[config.mk]
export PLATFORM = sky130hd
export DESIGN_NAME = data_memory_access_unit
export DESIGN_NICKNAME = d
export VERILOG_FILES = /design/src/rtl/dmem_pkg.sv /design/src/rtl/dmem_lane_unit.sv /design/src/rtl/data_memory_access_unit.sv
export SDC_FILE = /design/constraint.sdc
export NUM_CORES = 1
export LEC_CHECK = 0
export ABC_AREA = 1
export BUFFER_PORTS_ARGS = -buffer_cell sky130_fd_sc_hd__buf_4
export CAP_MARGIN = 20
export CORE_MARGIN = 5
export CORE_UTILIZATION = 40
export CTS_CLUSTER_SIZE = 20
export DETAILED_ROUTE_END_ITERATION = 16
export HOLD_SLACK_MARGIN = 0.1
export PLACE_DENSITY = 0.63
export SLEW_MARGIN = 20
export SYNTH_ARGS = -nofsm -noshare
export SYNTH_HDL_FRONTEND = slang
export SYNTH_SLANG_ARGS = --single-unit
[constraint.sdc]
create_clock -name CLK -period 4.34 [get_ports CLK]
set_input_delay 0.868 -clock CLK [delete_from_list [all_inputs] [get_ports CLK]]
set_output_delay 0.868 -clock CLK [all_outputs]
set_load 0.01 [all_outputs]
[src/rtl/dmem_pkg.sv]
// Shared types and constants for the data memory access unit and its lane helper.
package dmem_pkg;

   localparam int BANK_W     = 4;
   localparam int BYTE_OFF_W = 2;

   typedef enum logic [1:0] {
      SZ_B = 2'b00,
      SZ_H = 2'b01,
      SZ_W = 2'b10,
      SZ_X = 2'b11
   } size_e;

   typedef enum logic [2:0] {
      IDLE,
      RD_ISSUE,
      RD_WAIT,
      RMW_WRITE,
      WR_WORD
   } state_e;

   // A request that cannot be served as one naturally aligned access is rejected.
   function automatic logic is_misaligned(input size_e size, input logic [BYTE_OFF_W-1:0] off);
      logic bad;
      bad = 1'b0;
      case (size)
         SZ_B:    bad = 1'b0;
         SZ_H:    bad = off[0];
         SZ_W:    bad = (off != '0);
         default: bad = 1'b1;
      endcase
      return bad;
   endfunction

endpackage

[src/rtl/dmem_lane_unit.sv]
// Combinational byte-lane helper: pulls a load value out of a memory word and
// merges sub-word store data into an existing word.
module dmem_lane_unit
   import dmem_pkg::*;
(
   input  logic [31:0]           word,
   input  logic [BYTE_OFF_W-1:0] off,
   input  size_e                 size,
   input  logic                  sign_ext,
   input  logic [31:0]           wdata,
   output logic [31:0]           load_value,
   output logic [31:0]           merged_word
);

   logic [4:0]  lane_shift;
   logic [31:0] shifted;
   logic [31:0] lane_mask;
   logic [31:0] lane_data;

   assign lane_shift = {off, 3'b000};
   assign shifted    = word >> lane_shift;

   // Load path: bring the addressed lane down to bit 0, then extend it.
   always_comb begin
      load_value = word;
      case (size)
         SZ_B:    load_value = {{24{sign_ext & shifted[7]}}, shifted[7:0]};
         SZ_H:    load_value = {{16{sign_ext & shifted[15]}}, shifted[15:0]};
         default: load_value = word;
      endcase
   end

   // Store path: the memory has no byte enables, so the untouched bytes come from the old word.
   always_comb begin
      lane_mask = 32'hFFFF_FFFF;
      case (size)
         SZ_B:    lane_mask = 32'h0000_00FF << lane_shift;
         SZ_H:    lane_mask = 32'h0000_FFFF << lane_shift;
         default: lane_mask = 32'hFFFF_FFFF;
      endcase
      lane_data   = wdata << lane_shift;
      merged_word = (word & ~lane_mask) | (lane_data & lane_mask);
   end

endmodule

[src/rtl/data_memory_access_unit.sv]
// CPU-side initiator for the banked data memory: handshake, address mapping,
// read latency handling and read-modify-write for sub-word stores.
module data_memory_access_unit
   import dmem_pkg::*;
#(
   parameter int BANK_LO    = 18,
   parameter int WORD_AW    = 16,
   parameter int RD_LATENCY = 1
) (
   input  logic        CLK,
   input  logic        RST,
   input  logic        req_valid_i,
   output logic        req_ready_o,
   input  logic        req_wr_i,
   input  logic [31:0] req_addr_i,
   input  logic [31:0] req_wdata_i,
   input  logic [1:0]  req_size_i,
   input  logic        req_signed_i,
   output logic        resp_valid_o,
   output logic [31:0] resp_rdata_o,
   output logic        resp_err_o,
   output logic [31:0] mem_address_o,
   output logic [31:0] mem_data_o,
   output logic        mem_wren_o,
   input  logic [31:0] mem_data_i
);

   localparam int MEM_BANK_LSB = 18;

   state_e                state;
   logic [BYTE_OFF_W-1:0] off_q;
   size_e                 size_q;
   logic                  sign_q;
   logic                  wr_q;
   logic [31:0]           wdata_q;
   logic [1:0]            wait_cnt;

   size_e                 req_size;
   logic                  req_bad;
   logic [31:0]           mapped_addr;
   logic [31:0]           load_value;
   logic [31:0]           merged_word;
   logic                  unused_addr;

   assign req_size    = size_e'(req_size_i);
   assign req_bad     = is_misaligned(req_size, req_addr_i[BYTE_OFF_W-1:0]);
   assign unused_addr = ^req_addr_i;

   // Bank field and in-bank word index are repacked; every other address bit is zero.
   always_comb begin
      mapped_addr = '0;
      mapped_addr[MEM_BANK_LSB +: BANK_W] = req_addr_i[BANK_LO+2 +: BANK_W];
      mapped_addr[WORD_AW-1:0]            = req_addr_i[WORD_AW+1:2];
   end

   dmem_lane_unit u_lane (
      .word        (mem_data_i),
      .off         (off_q),
      .size        (size_q),
      .sign_ext    (sign_q),
      .wdata       (wdata_q),
      .load_value  (load_value),
      .merged_word (merged_word)
   );

   // Single FSM; every output is registered so resp/ready/wren change only on edges.
   always_ff @(posedge CLK) begin
      if (RST) begin
         state         <= IDLE;
         req_ready_o   <= 1'b1;
         resp_valid_o  <= 1'b0;
         resp_err_o    <= 1'b0;
         resp_rdata_o  <= '0;
         mem_address_o <= '0;
         mem_data_o    <= '0;
         mem_wren_o    <= 1'b0;
         off_q         <= '0;
         size_q        <= SZ_B;
         sign_q        <= 1'b0;
         wr_q          <= 1'b0;
         wdata_q       <= '0;
         wait_cnt      <= '0;
      end else begin
         resp_valid_o <= 1'b0;
         resp_err_o   <= 1'b0;
         mem_wren_o   <= 1'b0;
         case (state)
            IDLE: begin
               if (req_valid_i && req_ready_o) begin
                  off_q   <= req_addr_i[BYTE_OFF_W-1:0];
                  size_q  <= req_size;
                  sign_q  <= req_signed_i;
                  wr_q    <= req_wr_i;
                  wdata_q <= req_wdata_i;
                  if (req_bad) begin
                     resp_valid_o <= 1'b1;
                     resp_err_o   <= 1'b1;
                     resp_rdata_o <= '0;
                  end else begin
                     mem_address_o <= mapped_addr;
                     req_ready_o   <= 1'b0;
                     if (req_wr_i && req_size == SZ_W) begin
                        mem_data_o <= req_wdata_i;
                        mem_wren_o <= 1'b1;
                        state      <= WR_WORD;
                     end else begin
                        state <= RD_ISSUE;
                     end
                  end
               end
            end
            RD_ISSUE: begin
               wait_cnt <= 2'(RD_LATENCY - 1);
               state    <= RD_WAIT;
            end
            RD_WAIT: begin
               // mem_data_i is valid on the last wait edge; it feeds both the load and the merge.
               if (wait_cnt == '0) begin
                  if (wr_q) begin
                     mem_data_o <= merged_word;
                     mem_wren_o <= 1'b1;
                     state      <= RMW_WRITE;
                  end else begin
                     resp_valid_o <= 1'b1;
                     resp_rdata_o <= load_value;
                     req_ready_o  <= 1'b1;
                     state        <= IDLE;
                  end
               end else begin
                  wait_cnt <= wait_cnt - 2'd1;
               end
            end
            RMW_WRITE, WR_WORD: begin
               resp_valid_o <= 1'b1;
               resp_rdata_o <= '0;
               req_ready_o  <= 1'b1;
               state        <= IDLE;
            end
            default: begin
               req_ready_o <= 1'b1;
               state       <= IDLE;
            end
         endcase
      end
   end

endmodule

After elaboration in Yosys (flattened, before gate mapping)
Index checks and enable logic that the tools add are counted.

Register bits after elaboration: 131. Latch bits: 0. RAM bits: 0. Bits in read-only memories: 0. Bits of input ports: 103. Output and inout port bits: 100. Logic and storage cells: 100. Memories kept: 0.

$add $sub $neg: 1. Multiply operators: 0. Divide/modulo/power cells: 0. $lt $le $gt $ge: 0. Equality and inequality tests: 15. Shift-type cells: 4. Multiplexer cells: 38. Bitwise gates (word level): 9. Reduce and logical (&&, ||, !) cells: 19.

Operators by type and width (number): 2-to-1 mux 32 bit (9); case mux 32 bit (2 select lines) (3); case mux 32 bit (3 select lines) (1); bitwise AND 32 bit (2); inverter 32 bit (1); OR 32 bit (1); << shifter 16 x 5 -> 32 bit, first input constant (1); << shifter 32 x 5 -> 32 bit (1); << shifter 8 x 5 -> 32 bit, first input constant (1); right shift 32 x 5 -> 16 bit (1); != test 2 bit, second input constant (8); 2-to-1 mux 1 bit (13); 2-to-1 mux 3 bit (4); AND reduction 5 bit (2); case mux 1 bit (3 select lines) (3); case mux 3 bit (3 select lines) (1); equality test 3 x 2 -> 1 bit, second input constant (2); zero test 2 bit (3); AND reduction 3 bit (2); AND reduction 6 bit (1); nonzero test 2 bit (3); equality test 2 x 1 -> 1 bit, second input constant (2); 2-to-1 mux 2 bit (2); case mux 2 bit (2 select lines) (1); 12 further kinds (18).

Longest topological paths before layout
Gate-level depths: netlist of the first run.

Depth in word-level cells: 8. Depth in mapped cells: 10. Depth with buffers taken out: 9.

Modules after synthesis
Synthesis of the first run repeated with hierarchy kept, for this count alone.

Cells, all modules: 1260. Area total of the unflattened synthesis: 7619.8 µm².

By module, submodules not included: data_memory_access_unit (times used 1, cells each 899, area each 6012.0 µm², seq. area each 2622.5 µm²); dmem_lane_unit (times used 1, cells each 361, area each 1607.8 µm², seq. area each 0.0 µm²).

Least setup slack after synthesis of the first run
Ideal clock, no wire load.

Path type: in2reg. From: input req_size_i[0]. To: register mem_data_o[10]. Setup time: 0.117 ns. Arrival: 1.761 ns. Required time: 4.223 ns. Slack: 2.462 ns. Cell stages on the path: 9. Path buffers: 1. Cells stage by stage: inv_1 -> nand3_1 -> nor2_2 -> nand3_2 -> nand2_2 -> buf_2 -> nand2_1 -> a21oi_1 -> nor2_1.

Word-level cells in the longest chain between the ends: 4. Elaborated cells on any way between the ends: 8. Those cells by class: eq/ne (4); mux (1); reduce/logical (3).

Ends and longest elaborated chain: start, declared (line data_memory_access_unit.sv:17) `input logic [1:0] req_size_i,`; equality test 2 bit, or another cell as far along (line dmem_pkg.sv:26, data_memory_access_unit.sv:102); case mux 1 bit (3 select lines) / logical AND 1 bit (equally long branches) (line dmem_pkg.sv:26, data_memory_access_unit.sv:102); != test 2 bit (no source line); AND reduction 6 bit (no source line) (*); end signal, assigned (line data_memory_access_unit.sv:103) `mem_data_o <= req_wdata_i;`; end signal, assigned (line data_memory_access_unit.sv:120) `mem_data_o <= merged_word;`; end, declared (line data_memory_access_unit.sv:23) `output logic [31:0] mem_data_o,`.

Every way passes the cells marked *; elsewhere a longest branch is shown, timed or not. A chain may end at the register's enable or synchronous reset.

Worst setup path in the final report of the first run
From: register off_q[0]. To: register mem_data_o[23].

Word-level cells in the longest chain between the ends: 8. Elaborated cells on any way between the ends: 11. Those cells by class: shift (3); mux (4); bitwise (4).

Ends and longest elaborated chain: start, declared (line data_memory_access_unit.sv:31) `logic [BYTE_OFF_W-1:0] off_q;`; start signal, assigned (line data_memory_access_unit.sv:90) `off_q <= req_addr_i[BYTE_OFF_W-1:0];`; << shifter 16 x 5 -> 32 bit / << shifter 8 x 5 -> 32 bit (equally long branches) (line dmem_lane_unit.sv:38, dmem_lane_unit.sv:37); case mux 32 bit (2 select lines) (line dmem_lane_unit.sv:36) `case (size)`; inverter 32 bit (line dmem_lane_unit.sv:42) `merged_word = (word & ~lane_mask) | (lane_data & lane_mask);`; bitwise AND 32 bit (line dmem_lane_unit.sv:42); OR 32 bit (*) (line dmem_lane_unit.sv:42); 2-to-1 mux 32 bit (*) (line data_memory_access_unit.sv:119) `if (wr_q) begin`; 2-to-1 mux 32 bit (*) (line data_memory_access_unit.sv:118) `if (wait_cnt == '0) begin`; case mux 32 bit (2 select lines) (*) (line data_memory_access_unit.sv:87) `case (state)`.

Every way passes the cells marked *; elsewhere a longest branch is shown, timed or not. The select of a mux whose other input is x is not followed.

==> results of run 1 <==
[power breakdown]
| part | total, uW | internal (uW) | switching, uW |
|---|---|---|---|
| Clock | 1410 | 859 | 554 |
| Sequential | 1460 | 1360 | 99.9 |
| Combinational | 1250 | 423 | 831 |
[registers in the layout, summed over array words and instances, names as in the netlist]
| signal | cells |
|---|---|
| mem_address_o | 20 |
| mem_data_o | 32 |
| mem_wren_o | 1 |
| off_q | 2 |
| req_ready_o | 1 |
| resp_err_o | 1 |
| resp_rdata_o | 32 |
| resp_valid_o | 1 |
| sign_q | 1 |
| size_q | 2 |
| state | 3 |
| wait_cnt | 2 |
| wdata_q | 32 |
| wr_q | 1 |
[worst max-delay path by stage]
stage | from | to | slack, ps | depth (start not counted)
after floorplan | req_size_i[0] | mem_data_o[10]$_SDFFE_PP0P_ | 2460 | 9
after global placement | req_valid_i | resp_rdata_o[18]$_SDFFE_PP0P_ | 1510 | 7
after detailed placement | req_valid_i | resp_rdata_o[16]$_SDFFE_PP0P_ | 1650 | 8
after CTS | off_q[0]$_SDFFE_PP0P_ | mem_data_o[23]$_SDFFE_PP0P_ | 1870 | 10
after global routing | off_q[0]$_SDFFE_PP0P_ | mem_data_o[16]$_SDFFE_PP0P_ | 1590 | 10
final | off_q[0]$_SDFFE_PP0P_ | mem_data_o[23]$_SDFFE_PP0P_ | 1830 | 10
[synth_stat cells, drive strengths merged]
cell,n
nand2,285
dfxtp,131
o21ai,131
nor2,107
a21oi,94
nand3,68
inv,66
buf,52
clkbuf,26
o21a,16
or2,8
nor3,7
o211ai,7
a22oi,4
a211oi,2
and2,1
conb,1
ha,1
nand4,1
o31ai,1
[layout by cell type, fill, tap and decap left out, types with 2 or more instances in the layout]
| cell | synthesis | final |
|---|---|---|
| o21ai_0 | 124 | 124 |
| clkbuf_16 | 0 | 17 |
| a21oi_1 | 93 | 93 |
| conb_1 | 1 | 12 |
| nor2_1 | 103 | 102 |
| clkbuf_1 | 26 | 2 |
| bufinv_16 | 0 | 2 |
| dfxtp_1 | 131 | 131 |
| o21ai_1 | 7 | 7 |
| clkinvlp_4 | 0 | 6 |
| nand2_2 | 5 | 5 |
| nor2_4 | 2 | 3 |
| or2_2 | 8 | 8 |
| nand3_1 | 63 | 63 |
| clkinv_2 | 0 | 2 |
| nor3_1 | 7 | 7 |
| nand3_2 | 5 | 5 |
| nor2_2 | 2 | 2 |
| o21a_1 | 16 | 16 |
| nand2_1 | 280 | 280 |
| buf_4 | 18 | 190 |
| inv_2 | 3 | 4 |
| a22oi_1 | 4 | 4 |
| inv_1 | 63 | 62 |
| a211oi_1 | 2 | 2 |
| o211ai_1 | 7 | 7 |
[area by class of cell]
cell class / instances / area [um2] / area share (%)
clock buffers: 20 / 446.7 / 5.218
clock inverters: 12 / 132.6 / 1.549
inverters: 66 / 247.7 / 2.894
multi-input cells: 745 / 3395 / 39.65
flip-flops and latches: 131 / 2623 / 30.63
well taps: 220 / 275.3 / 3.215
repair buffers: 191 / 1441 / 16.84
[cells by family (layout without fill, tap and decap cells)]
group,count (synthesis),after routing,share of synthesized area [%]
simple gates,477,477,29.64
compound gates,255,255,20.53
buf+inv,144,289,10.07
flops,131,131,39.52
fa+ha+maj,1,1,0.1885
other cells,1,12,0.05651
[through the flow]
step | hold slack [ps] | cell area (um2)
3_3_place_gp | 433.3 | 7961
4_1_cts | 447.9 | 8556
6_report | 445.5 | 8561
2_1_floorplan | 438.9 | 6678
5_1_grt | 473.0 | 8561
3_5_place_dp | 439.2 | 7976
[worst reg2reg max path: stages, from the launching register on]
cell and delay [ps]:
dfxtp_1 310, buf_4 300, inv_1 310, nor2_1 500, buf_4 310, nand2_2 140
nand2_2 200, nand2_1 80, nand3_1 100, nand2_1 70, a21oi_1 120
[routing by layer]
metal	routed length, um	up-vias
li1	-	3547
met1	9803	3094
met2	10160	242
met3	1662	28
met4	492	0
met5	0	-
==> results.cfg, run 1 <==
[run_status]
status = finished clean

[die]
die_area_um2 = 19270
core_area_um2 = 16410
start_util_pct = 40.45
dieHeight_um = 138.8
ios = 203
die_w_um = 138.8
std_cell_rows = 47

[worst_setup_path]
cp.arrival_ps = 2860
path_class = reg2reg
critPathMaxFanout = 31
regToRegSetupSlack_ps = 1830
cp_slowest_stage_delay_ps = 500
critical_path_required_ps = 4700
cp_top_family = simple AND/OR/NAND/NOR gates
critPathBufInv = 3
r2r_cells = 10
r2r_start = off_q[0]$_SDFFE_PP0P_
start_kind = register
worstReg2RegEnd = mem_data_o[23]$_SDFFE_PP0P_
crit_chain = buf_4 -> inv_1 -> nor2_1 -> buf_4 -> nand2_2 -> nand2_2 -> nand2_1 -> nand3_1 -> nand2_1 -> a21oi_1
end_kind = register
crit_path_top_delay_cell = nor2_1

[grt]
grt_pass1_wl_um = 35130
track_usage_pct = 22.60
use_met1_pct = 30.33
grt_use_met3_pct = 6.345
grt_max_degree = 57
antenna_found_initial = 0
grt_pass1_vias = 6487
use_met2_pct = 35.18
overflow = 0
grt-busiest-layer = met2

[final_layout]
diodes = 0
nNetsFinal = 1256
drive_gt1_share_pct = 21.37
fin_cells = 1385
fillCellCount = 1720
utilization_pct = 52.18
area_growth_pct = 29.00

[detailed_routing]
first_pass_iters = 5
ant_nets = 0
via_count = 6911
wirelength_um = 22120
vias_per_cell = 4.990
drt-initial-drc-count = 653
drc = 0
drt-wirelength-per-cell_um = 15.97

[pwr]
p_per_area_nw_per_um2 = 481.7
p_leak_uw = 0.003830
max-vdd-ir-drop_mv = 0.3118
fin_total_pwr_uw = 4124

[synth]
yosysTopAreaCell = dfxtp_1
synth_seq_area_share_pct = 39.52
syn_inst = 1009
syn_area_um2 = 6636
yosysWarnings = 0
ys_ff_latch = 131
syn_area_per_cell_um2 = 6.577
yosysTopAreaCellShare_pct = 39.52
synth_cell_type_count = 30
synthTopCellsByArea = dfxtp_1, nand2_1, o21ai_0

[sta]
fin_ws_ps = 1833
setup_viol = 0
hold_viol_final = 0
slew_headroom_pct = 40.07
fmax_ghz = 0.3988
worst-slew-pin-transition_ps = 895.6
tns_ps = 0
grt_setup_unrepaired = false
slew_violations = 0
fin_crit_ps = 2507
skew_ps = 6.742
period_share_pct = 57.77

[placed_design]
dp.cells = 1353
post-place-ws_ps = 1645
place.port_buffers = 180
gp_congestion = 0.9682
hpwl_um = 15840

[clocking]
clk_latency_ps = 430
tritoncts = yes
cts_sinks = 131
cts_made_buffers = 17
cts_buffer_depth = 2
cts_resized = 0
cts_hold_buf = 0
cts_setup_buffers = 0
htree_levels = 4
clockRootBuffer = clkbuf_16
path_clk_slew_ps = 60

[hold_path]
holdPathEnd = mem_address_o[19]$_SDFFE_PP0P_
hp-class = reg2reg
min_from = mem_address_o[19]$_SDFFE_PP0P_
whs_path_depth = 2

[run]
max_cap_viol_count = 0
(Power assumes the default switching activity.)
==> run 2: changes to the inputs <==
==> constraint.sdc (replaced) <==
create_clock -name CLK -period 2.45 [get_ports CLK]
set_input_delay 0.49 -clock CLK [delete_from_list [all_inputs] [get_ports CLK]]
set_output_delay 0.49 -clock CLK [all_outputs]
set_load 0.01 [all_outputs]
==> run 2 against run 1 <==
  * Fmax up 23%
  * Die area unchanged
  * Critical path depth down 3
  * Worst setup slack worse by 1400 ps
  * Flip-flop and latch count unchanged
  * Worst hold slack worse by 150 ps
  * Wire length up 0.65%
  * First-iteration DRC count up 1.4%
  * Critical endpoint is now mem_data_o[22]$_SDFFE_PP0P_
  * Largest power group unchanged
==> results.cfg, run 2 (synthesized netlist as in run 1, its figures left out) <==
[sta]
setup_viol = 0
slew_headroom_pct = 37.65
tns_ps = 0
grt_setup_unrepaired = false
slew_violations = 0
fin_crit_ps = 2046
worst-slew-pin-transition_ps = 931.8
fmax_ghz = 0.4889
hold_viol_final = 0
period_share_pct = 83.49
skew_ps = 5.647

[detailed_routing]
via_count = 6969
drc = 0
ant_nets = 0
drt-initial-drc-count = 662
first_pass_iters = 5
drt-wirelength-per-cell_um = 15.99
vias_per_cell = 5.006
wirelength_um = 22260

[placed_design]
hpwl_um = 16160
place.port_buffers = 180
gp_congestion = 0.9688

[clocking]
clockRootBuffer = clkbuf_16
cts_made_buffers = 17
htree_levels = 4
tritoncts = yes
path_clk_slew_ps = 50
cts_sinks = 131
cts_hold_buf = 0
cts_resized = 0
cts_buffer_depth = 2
clk_latency_ps = 420
cts_setup_buffers = 0

[worst_setup_path]
path_class = reg2reg
critical_path_required_ps = 2800
start_kind = register
critPathMaxFanout = 11
end_kind = register
cp.arrival_ps = 2390

[final_layout]
largestRegisters = mem_data_o x32, resp_rdata_o x32, wdata_q x32
layout_commonest_cell = nand2_1
diodes = 0
most-common-layout-cells = nand2_1, buf_4, dfxtp_1
area_growth_pct = 30.30
drive_gt1_share_pct = 21.76
nNetsFinal = 1265

[die]
std_cell_rows = 47
dieHeight_um = 138.8
core_area_um2 = 16410
ios = 203
die_area_um2 = 19270
start_util_pct = 40.45
die_w_um = 138.8

[grt]
grt_pass1_wl_um = 35560
overflow = 0
grt_max_degree = 61
antenna_found_initial = 0
track_usage_pct = 22.75
grt_pass1_vias = 6621

[pwr]
fin_total_pwr_uw = 7336
p_leak_uw = 0.003902
p_per_area_nw_per_um2 = 848.4
max-vdd-ir-drop_mv = 0.5582

[hold_path]
hp-class = in2reg

[run_status]
status = finished clean

[run]
max_cap_viol_count = 0
## run 2: changes by cell type in the layout (fill, tap and decap cells not counted), moves of 2 or more
| cell | delta |
|---|---|
| buf_4 | +7 |
| clkinvlp_4 | -6 |
| buf_12 | +3 |
| clkbuf_8 | +3 |
| clkbuf_1 | +2 |
| nor2_2 | +2 |
## run 2: layout make-up
class                      instances  area [um2]
clock buffer                      25       495.5
clock inverter                     5       75.07
fill                            1652        7760
inverter                          66       247.7
multi-input combinational        745        3392
sequential                       131        2623
tap                              220       275.3
timing repair buffer             200        1539
## run 2: through the flow
step                cell area [um2]  hold WS (ps)  util (%)  instances  setup WS (ps)
floorplan                      6678         438.9         -       1020          950.2
global placement               8074         431.7     49.21       1362          332.7
detailed placement             8077         435.6     49.23       1362          462.1
CTS                            8647         288.1     52.70       1392          449.4
global route                   8647         304.9     52.70       1392          237.9
finish                         8647         299.6     52.70       1392          404.5
## run 2: per-layer routing
layer,up-vias,track usage (%),part of all wire [%]
met1,3121,30.60,45
met5,-,0,0
met4,0,10.25,3.3
li1,3552,-,-
met2,245,34.82,45
met3,51,5.241,6.5
## run 2: power by group
part	total, uW	leakage, uW	internal [uW]	switching [uW]
Combinational	2260	0.00255	791	1470
Clock	2490	0.000283	1590	900
Sequential	2590	0.00107	2400	183
## run 2: path summary, 6_finish.rpt
path / cells past startpoint / end / slack (ps) / start
setup / recovery: 7 / mem_data_o[22]$_SDFFE_PP0P_ / 400 / off_q[1]$_SDFFE_PP0P_
hold / removal: 3 / sign_q$_SDFFE_PP0P_ / 300 / req_signed_i
setup reg to reg: 7 / mem_data_o[22]$_SDFFE_PP0P_ / 400 / off_q[1]$_SDFFE_PP0P_
hold reg to reg: 2 / mem_address_o[20]$_SDFFE_PP0P_ / 440 / mem_address_o[20]$_SDFFE_PP0P_
## run 2: worst max-delay path: stages, from the launching register on
cell and delay, ps:
dfxtp_1 370, nor2_1 740, nand2_2 260, nand2_2 240, nand2_1 70, nand3_1 90
nand2_1 70, a21oi_1 130
